--- config.mk ---
export PLATFORM = sky130hd
export DESIGN_NAME = cache_miss_sequencer
export DESIGN_NICKNAME = d
export VERILOG_FILES = /design/src/rtl/cache_miss_sequencer.sv
export SDC_FILE = /design/constraint.sdc
export NUM_CORES = 1
export LEC_CHECK = 0
export ABC_CLOCK_PERIOD_IN_PS = 1880
export BUFFER_PORTS_ARGS = -buffer_cell sky130_fd_sc_hd__buf_2
export CORE_UTILIZATION = 33
export DETAILED_ROUTE_END_ITERATION = 12
export GPL_TIMING_DRIVEN = 0
export PLACE_DENSITY = 0.61
export RECOVER_POWER = 50
export SLEW_MARGIN = 5
export SYNTH_ARGS = -nofsm -noshare
export SYNTH_HDL_FRONTEND = slang
export SYNTH_SLANG_ARGS = --single-unit
--- constraint.sdc ---
create_clock -name clock -period 1.88 [get_ports clock]
set_clock_uncertainty 0.15 [all_clocks]
set_input_delay 0.188 -clock clock [delete_from_list [all_inputs] [get_ports clock]]
set_output_delay 0.188 -clock clock [all_outputs]
set_load 0.02 [all_outputs]
--- src/rtl/cache_miss_sequencer.sv ---
// CPU-side miss/hit sequencer for a snoopy invalidate cache: refill, dirty writeback, invalidate with acks.
// Optional build macro WRITEBACK_FILL_CHAIN_EN chains the last writeback word straight into the refill.
module cache_miss_sequencer #(
  parameter int TAG_WIDTH        = 8,
  parameter int INDEX_WIDTH      = 4,
  parameter int OFFSET_WIDTH     = 2,
  parameter int DATA_WIDTH       = 16,
  parameter int STATE_WIDTH      = 2,
  parameter int NUMBER_OF_CACHES = 4,
  parameter int CACHE_ID         = 0,
  parameter logic [STATE_WIDTH-1:0] INVALID_STATE = '0
) (
  input  logic                                        clock,
  input  logic                                        reset,
  input  logic                                        reqRead,
  input  logic                                        reqWrite,
  input  logic [TAG_WIDTH+INDEX_WIDTH+OFFSET_WIDTH-1:0] reqAddress,
  input  logic                                        hit,
  input  logic                                        writeBackRequired,
  input  logic                                        invalidateRequired,
  input  logic [STATE_WIDTH-1:0]                      protocolStateIn,
  input  logic [TAG_WIDTH-1:0]                        victimTag,
  input  logic                                        abort,
  output logic                                        done,
  output logic                                        accessEnable,
  output logic                                        busRequest,
  input  logic                                        busGrant,
  output logic [1:0]                                  busCommand,
  output logic [TAG_WIDTH+INDEX_WIDTH+OFFSET_WIDTH-1:0] busAddress,
  output logic                                        busRead,
  output logic                                        busWrite,
  input  logic                                        busFunctionComplete,
  input  logic                                        ackValid,
  input  logic [$clog2(NUMBER_OF_CACHES)-1:0]         ackCacheNumber,
  output logic [OFFSET_WIDTH-1:0]                     cacheOffset,
  output logic                                        cacheWriteData,
  output logic                                        cacheWriteTag,
  output logic                                        cacheWriteState,
  output logic [STATE_WIDTH-1:0]                      cacheStateIn
);

  if (OFFSET_WIDTH < 1 || NUMBER_OF_CACHES < 2 || CACHE_ID >= NUMBER_OF_CACHES || DATA_WIDTH < 1) begin : g_bad_params
    $error("cache_miss_sequencer: illegal parameter combination");
  end

  localparam logic [1:0] CMD_NONE = 2'd0;
  localparam logic [1:0] CMD_READ = 2'd1;
  localparam logic [1:0] CMD_WB   = 2'd2;
  localparam logic [1:0] CMD_INV  = 2'd3;

  localparam logic [3:0] S_IDLE       = 4'd0;
  localparam logic [3:0] S_HIT_WRITE  = 4'd1;
  localparam logic [3:0] S_FINISH     = 4'd2;
  localparam logic [3:0] S_WB_GRANT   = 4'd3;
  localparam logic [3:0] S_WB_WAIT    = 4'd4;
  localparam logic [3:0] S_WB_COMMIT  = 4'd5;
  localparam logic [3:0] S_RD_GRANT   = 4'd6;
  localparam logic [3:0] S_RD_WAIT    = 4'd7;
  localparam logic [3:0] S_RD_WRITE   = 4'd8;
  localparam logic [3:0] S_RD_COMMIT  = 4'd9;
  localparam logic [3:0] S_INV_WAIT   = 4'd10;
  localparam logic [3:0] S_INV_COMMIT = 4'd11;

  localparam logic [NUMBER_OF_CACHES-1:0] ACK_INIT = NUMBER_OF_CACHES'(1) << CACHE_ID;

  logic [3:0]                  r_state;
  logic [1:0]                  r_bus_command;
  logic [OFFSET_WIDTH-1:0]     r_word_counter;
  logic [NUMBER_OF_CACHES-1:0] r_ack_mask;
  logic                        r_done;
  logic                        r_access_enable;
  logic                        r_bus_read;
  logic                        r_bus_write;
  logic                        r_cache_write_data;
  logic                        r_cache_write_tag;
  logic                        r_cache_write_state;
  logic [STATE_WIDTH-1:0]      r_cache_state_in;

  logic [TAG_WIDTH-1:0]        w_req_tag;
  logic [INDEX_WIDTH-1:0]      w_req_index;
  logic [OFFSET_WIDTH-1:0]     w_req_offset;
  logic                        w_request;
  logic                        w_last_word;
  logic                        w_abortable;
  logic [NUMBER_OF_CACHES-1:0] w_ack_mask_next;

  assign w_req_tag    = reqAddress[TAG_WIDTH+INDEX_WIDTH+OFFSET_WIDTH-1 -: TAG_WIDTH];
  assign w_req_index  = reqAddress[OFFSET_WIDTH +: INDEX_WIDTH];
  assign w_req_offset = reqAddress[OFFSET_WIDTH-1:0];
  assign w_request    = reqRead | reqWrite;
  assign w_last_word  = &r_word_counter;
  assign w_abortable  = (r_state == S_WB_GRANT) || (r_state == S_WB_WAIT) || (r_state == S_WB_COMMIT) ||
                        (r_state == S_INV_WAIT) || (r_state == S_INV_COMMIT);

  // Ack from any cache (own or duplicate) just sets its bit; out-of-range numbers are dropped.
  always_comb begin
    w_ack_mask_next = r_ack_mask;
    if (busGrant && ackValid && (int'(ackCacheNumber) < NUMBER_OF_CACHES))
      w_ack_mask_next[ackCacheNumber] = 1'b1;
  end

  always_ff @(posedge clock) begin
    if (reset) begin
      r_state             <= S_IDLE;
      r_bus_command       <= CMD_NONE;
      r_word_counter      <= '0;
      r_ack_mask          <= ACK_INIT;
      r_done              <= 1'b0;
      r_access_enable     <= 1'b0;
      r_bus_read          <= 1'b0;
      r_bus_write         <= 1'b0;
      r_cache_write_data  <= 1'b0;
      r_cache_write_tag   <= 1'b0;
      r_cache_write_state <= 1'b0;
      r_cache_state_in    <= '0;
    end else if (abort && w_abortable) begin
      r_state             <= S_IDLE;
      r_bus_command       <= CMD_NONE;
      r_word_counter      <= '0;
      r_ack_mask          <= ACK_INIT;
      r_bus_read          <= 1'b0;
      r_bus_write         <= 1'b0;
      r_cache_write_data  <= 1'b0;
      r_cache_write_tag   <= 1'b0;
      r_cache_write_state <= 1'b0;
    end else begin
      case (r_state)
        S_IDLE: begin
          r_bus_command  <= CMD_NONE;
          r_word_counter <= '0;
          if (w_request) begin
            if (hit && reqRead) begin
              r_done          <= 1'b1;
              r_access_enable <= 1'b1;
              r_state         <= S_FINISH;
            end else if (hit && !invalidateRequired) begin
              r_cache_state_in    <= protocolStateIn;
              r_cache_write_state <= 1'b1;
              r_cache_write_data  <= 1'b1;
              r_state             <= S_HIT_WRITE;
            end else if (hit) begin
              r_bus_command <= CMD_INV;
              r_state       <= S_INV_WAIT;
            end else if (writeBackRequired) begin
              r_bus_command <= CMD_WB;
              r_state       <= S_WB_GRANT;
            end else begin
              r_bus_command <= CMD_READ;
              r_state       <= S_RD_GRANT;
            end
          end
        end
        S_HIT_WRITE: begin
          r_cache_write_state <= 1'b0;
          r_cache_write_data  <= 1'b0;
          r_done              <= 1'b1;
          r_access_enable     <= 1'b1;
          r_state             <= S_FINISH;
        end
        S_FINISH: begin
          if (!w_request) begin
            r_done          <= 1'b0;
            r_access_enable <= 1'b0;
            r_state         <= S_IDLE;
          end
        end
        S_WB_GRANT: begin
          if (busGrant) begin
            r_bus_write <= 1'b1;
            r_state     <= S_WB_WAIT;
          end
        end
        S_WB_WAIT: begin
          if (busFunctionComplete) begin
            r_bus_write    <= 1'b0;
            r_word_counter <= r_word_counter + 1'b1;
            if (w_last_word) begin
              r_cache_state_in    <= INVALID_STATE;
              r_cache_write_state <= 1'b1;
              r_state             <= S_WB_COMMIT;
            end else begin
              r_state <= S_WB_GRANT;
            end
          end
        end
        S_WB_COMMIT: begin
          r_cache_write_state <= 1'b0;
`ifdef WRITEBACK_FILL_CHAIN_EN
          r_bus_command <= CMD_READ;
          r_state       <= S_RD_GRANT;
`else
          r_bus_command <= CMD_NONE;
          r_state       <= S_IDLE;
`endif
        end
        S_RD_GRANT: begin
          if (busGrant) begin
            r_bus_read <= 1'b1;
            r_state    <= S_RD_WAIT;
          end
        end
        S_RD_WAIT: begin
          if (busFunctionComplete) begin
            r_cache_write_data <= 1'b1;
            r_state            <= S_RD_WRITE;
          end
        end
        S_RD_WRITE: begin
          r_cache_write_data <= 1'b0;
          r_bus_read         <= 1'b0;
          r_word_counter     <= r_word_counter + 1'b1;
          if (w_last_word) begin
            r_cache_state_in    <= protocolStateIn;
            r_cache_write_tag   <= 1'b1;
            r_cache_write_state <= 1'b1;
            r_state             <= S_RD_COMMIT;
          end else begin
            r_state <= S_RD_GRANT;
          end
        end
        S_RD_COMMIT: begin
          r_cache_write_data  <= 1'b0;
          r_cache_write_tag   <= 1'b0;
          r_cache_write_state <= 1'b0;
          r_bus_command       <= CMD_NONE;
          r_state             <= S_IDLE;
        end
        S_INV_WAIT: begin
          r_ack_mask <= w_ack_mask_next;
          if (&w_ack_mask_next) begin
            r_cache_state_in    <= protocolStateIn;
            r_cache_write_state <= 1'b1;
            r_state             <= S_INV_COMMIT;
          end
        end
        S_INV_COMMIT: begin
          r_cache_write_state <= 1'b0;
          r_ack_mask          <= ACK_INIT;
          r_bus_command       <= CMD_NONE;
          r_state             <= S_IDLE;
        end
        default: r_state <= S_IDLE;
      endcase
    end
  end

  // Writeback addresses the victim's block; every other command uses the requester's tag.
  assign busAddress      = {(r_bus_command == CMD_WB) ? victimTag : w_req_tag, w_req_index, r_word_counter};
  assign busRequest      = (r_bus_command != CMD_NONE);
  assign busCommand      = r_bus_command;
  assign busRead         = r_bus_read;
  assign busWrite        = r_bus_write;
  assign done            = r_done;
  assign accessEnable    = r_access_enable;
  assign cacheOffset     = hit ? w_req_offset : r_word_counter;
  assign cacheWriteData  = r_cache_write_data;
  assign cacheWriteTag   = r_cache_write_tag;
  assign cacheWriteState = r_cache_write_state;
  assign cacheStateIn    = r_cache_state_in;

endmodule

# == After elaboration in Yosys (flattened, before gate mapping) ==
# Index checks and enable logic that the tools add are counted.
# totals
register_bits,20
input_bits,37
output_inout_bits,28
elab_cells,133
# classes
add_sub_neg,1
magnitude_cmp,2
n_eq_ne,24
muxes,55
bitwise,3
n_reduce_logical,37
# op_table
cell,count
$mux W4,12
$pmux W4 S9,1
$mux W2,14
$ne A2 B2 Y1 const B,11
$eq A4 B3 Y1 const B,4
$eq A4 B4 Y1 const B,4
$mux W1,14
$reduce_bool A2 Y1,6
$reduce_and A5 Y1,2
$reduce_and A9 Y1,1
$reduce_bool A3 Y1,3
$eq A4 B2 Y1 const B,2
$mux W8,1
$pmux W2 S4,1
$pmux W4 S2,1
$reduce_and A2 Y1,4
$reduce_and A7 Y1,1
$mux W3,2
$pmux W1 S2,3
$pmux W1 S3,2
$pmux W2 S3,1
$reduce_and A6 Y1,1
$reduce_or A3 Y1,2
$logic_and A1 B1 Y1,5
other kinds (21),24

# == Logic depth before layout (Yosys ltp) ==
# logic_depth
depth_word,9
depth_mapped,7
mapped_depth_nobuf,6

# == Worst setup path before layout ==
# OpenSTA, ideal clock, no wires.
# synth_path
kind,reg-to-reg
startpoint,reg r_word_counter[0]
endpoint,"reg r_cache_state_in[0], in the netlist cacheStateIn[0]"
t_arrival_ps,1636
required_time_ps,1658
path_slack_ps,23
path_stages_with_launch,8
n_path_buf,1
synth_period_minus_slack_ps,1857
cell_sequence,dfxtp_1 ha_1 buf_4 nor2b_1 o22ai_1 a221oi_1 nor3b_2 mux2i_1
# synth_via
elab_chain_len,3
# synth_lines
element,line_no,rtl
start: declaration,68,logic [OFFSET_WIDTH-1:0] r_word_counter;
start signal: assignment,176,r_word_counter <= r_word_counter + 1'b1;
start signal: assignment,211,r_word_counter <= r_word_counter + 1'b1;
$reduce_and A2 Y1 (*),91,assign w_last_word = &r_word_counter;
$ne A2 B2 Y1 (no line),n/a,
$reduce_and A9 Y1 (no line) (*),n/a,
end signal: assignment,137,r_cache_state_in <= protocolStateIn;
end signal: assignment,213,r_cache_state_in <= protocolStateIn;
end signal: assignment,231,r_cache_state_in <= protocolStateIn;
end: declaration,77,logic [STATE_WIDTH-1:0] r_cache_state_in;
# Mark *: on every way between the ends. The rest lies on a longest branch, timed or not.
# A chain may end at the register's enable or synchronous reset.

# == Worst setup path after layout ==
# layout_path
startpoint,reg r_state[2]
endpoint,"reg r_cache_state_in[0], in the netlist cacheStateIn[0]"
# layout_via
elab_chain_len,8
# layout_lines
element,line_no,rtl
start: declaration,66,logic [3:0] r_state;
start signal: assignment,104,r_state <= S_IDLE;
start signal: assignment,117,r_state <= S_IDLE;
start signal: assignment,135,r_state <= S_FINISH;
$eq A4 B2 Y1 or $eq A4 B3 Y1 (tied branches),"92, 127",
$logic_or A1 B1 Y1 (3 in series),92,assign w_abortable = (r_state == S_WB_GRANT) || (r_state == S_WB_WAIT) || (r_state == S_WB_COMMIT) ||
$logic_or A1 B1 Y1,93,(r_state == S_INV_WAIT) || (r_state == S_INV_COMMIT);
$logic_and A1 B1 Y1,116,end else if (abort && w_abortable) begin
$not A1 Y1 (no line),n/a,
$reduce_and A9 Y1 (no line),n/a,
# Parallel ways exist; a longest one is shown, timed or not.

==> results.sh <==
export IMPL_status="finished, final reports clean"
export IMPL_period_share=0.9829
export IMPL_ir_drop_mv=0.7606
export IMPL_synth_area_leader_cell="dfxtp_1"
export IMPL_finalPower_mw=3.063
export IMPL_avgViaCountPerCell=5.414
export IMPL_first_pass_iters=4
export IMPL_initial_core_util=0.3464
export IMPL_cts_htree_levels=1
export IMPL_cp_arrival_ps=1910
export IMPL_clock_sinks=20
export IMPL_post_dp_hpwl_um=3456
export IMPL_cts_tree="built"
export IMPL_synth_seq_cells=20
export IMPL_first_iter_violations=107
export IMPL_leakagePower_nw=0.9302
export IMPL_gr_usage_all_layers=0.1830
export IMPL_fin_nets=310
export IMPL_critPathLaunchType="register"
export IMPL_area_delta_synth_final_pct=38.64
export IMPL_critPathRequiredTime_ps=1940
export IMPL_netlist_area_leader_share=0.2415
export IMPL_post_place_ws_ps=-69.32
export IMPL_grt_max_degree=13
export IMPL_seq_area_frac_synth=0.2415
export IMPL_grt_setup_unrepaired="yes"
export IMPL_yosysWarnings=0
export IMPL_synth_cell_types=61
export IMPL_worst_pin_slew_ps=532.4
export IMPL_critPathKind="register to register"
export IMPL_cts_made_buffers=3
export IMPL_synth_fp_nets=236
export IMPL_drt_total_wl_um=5030
export IMPL_gp_congestion=0.8594
export IMPL_insertion_delay_ps=280
export IMPL_drc=0
export IMPL_cp_max_fo=5
export IMPL_hold_slack_ps=13.13
export IMPL_die_area_um2=5311
export IMPL_hold_viol_final=0
export IMPL_hp_class="primary input to register"
export IMPL_num_vias=1830
export IMPL_core_area_um2=4786
export IMPL_synth_edf_count=0
export IMPL_final_core_util=0.4803
export IMPL_drive_above_1_share=0.4244
export IMPL_io_pins=65
export IMPL_worst_slack_ps=32.21
export IMPL_grt_overflow_total=0
export IMPL_synth_area_per_cell_um2=8.373
export IMPL_clockBufferDepth=2
export IMPL_async_reset_ff_frac=0
export IMPL_fmax_ghz=0.5412
export IMPL_setup_viol=0
export IMPL_synth_area_leaders="dfxtp_1 24%, mux2_2 6.8%, nor2_1 4.8%"
export IMPL_grt_pass1_wl_um=7458
export IMPL_slew_viol_final=0
export IMPL_first_global_vias=1553
export IMPL_synthCells=198
export IMPL_clockRootBuffer="clkbuf_8"
export IMPL_row_count=25
export IMPL_end_kind="register"
export IMPL_layout_commonest_cell="buf_2"
export IMPL_io_buffer_count=59
export IMPL_maxSlewHeadroom=0.6424
export IMPL_wire_per_inst_um=14.88
export IMPL_ys_flop_type="dfxtp_1"
export IMPL_fin_setup_tns_ps=0
export IMPL_antenna_found_initial=0
export IMPL_clkTransAtPathRegs_ps=90
export IMPL_ant_nets=0
export IMPL_maxCapViolations=0
export IMPL_powerDensity_nw_per_um2=1333
export IMPL_final_cell_mix="44 x buf_2, 19 x nor2_1, 17 x clkbuf_1"
export IMPL_synth_area_um2=1658
export IMPL_finalCriticalPeriod_ps=1848
export IMPL_die_h_um=72.88
export IMPL_die_w_um=72.88
export IMPL_n_antenna_cell=0
## report_power, final
| part | internal (mW) | switching [mW] |
|---|---|---|
| Combinational | 0.883 | 1.12 |
| Sequential | 0.527 | 0.0777 |
| Clock | 0.285 | 0.169 |
| Total | 1.70 | 1.37 |
## logic make-up (layout without fill, tap and decap cells)
family / count (synthesis) / in the layout / synth area share
compound gates: 56 / 56 / 0.2604
fa+ha+maj: 1 / 1 / 0.007546
buf+inv: 24 / 97 / 0.1049
flops: 20 / 20 / 0.2415
mux: 15 / 15 / 0.09812
simple gates: 82 / 82 / 0.2876
## layout make-up
cell class	instances	area, um2
plain buffers	19	172.7
repair buffers	70	380.4
well taps	67	83.83
multi-input cells	154	1162
clock buffers	3	41.29
inverters	4	15.01
flip-flops and latches	20	412.9
clock inverters	1	30.03
fillers	469	2487
## metal layers
metal / track usage / wire (um) / up-vias / share of wire
met5: 0 / 0 / - / 0
met4: 0.05229 / 77 / 0 / 0.015
met3: 0.02624 / 433 / 9 / 0.086
met2: 0.3157 / 2310 / 115 / 0.46
met1: 0.2367 / 2209 / 830 / 0.44
li1: - / - / 876 / -
## through the flow
stage | instance area [um2] | std cells
floorplan | 1658 | 198
global placement | 2037 | 324
detailed placement | 2037 | 324
CTS | 2155 | 329
global route | 2298 | 338
finish | 2298 | 338
## synthesized netlist by cell type, types with 2 or more instances
master and instances:
buf_6 6, nor2_1 21, o41ai_1 2, a221oi_1 2, o21a_1 4, buf_4 7, dfxtp_1 20, nand2b_1 6
a21oi_1 6, nand2_1 13, a31oi_1 5, clkbuf_1 3, o21ai_0 12, a211oi_1 2, mux2_2 10, a32oi_1 2
nor2b_1 8, o21ai_2 2, and3_1 2, mux2i_1 5, nand3_1 5, nor3b_1 2, buf_2 2, inv_1 4
nor3_1 11
## sequential cells by signal, summed over array words and instances (netlist names)
name	count
busCommand	2
cacheWriteData	1
cacheStateIn	2
busRead	1
r_ack_mask	4
cacheWriteTag	1
accessEnable	1
cacheWriteState	1
r_state	4
r_word_counter	2
busWrite	1
## worst max-delay path, stage by stage (launching register included)
cell and delay [ps]:
dfxtp_4 370, clkbuf_16 160, nor4b_4 140, and2_4 170, a221o_1 340, nor3b_4 240
mux2i_1 210
## worst paths after layout
path / from / end / slack (ps) / cells after the start
max: r_state[2]$_SDFFE_PP0P_ / cacheStateIn[0]$_SDFFE_PP0P_ / 30 / 6
min: protocolStateIn[0] / cacheStateIn[0]$_SDFFE_PP0P_ / 10 / 3
max reg2reg: r_state[2]$_SDFFE_PP0P_ / cacheStateIn[0]$_SDFFE_PP0P_ / 30 / 6
min reg2reg: cacheStateIn[1]$_SDFFE_PP0P_ / cacheStateIn[1]$_SDFFE_PP0P_ / 330 / 2
## what timing repair did
action	in CTS	in global routing
gates cloned	0	1
buffers inserted	0	9
hold endpoints to repair	1	0
hold buffers	1	0
endpoints found under the setup margin	15	16
pin swaps	1	6
resized for setup	9	25
Power figures use the tool's default switching activity.
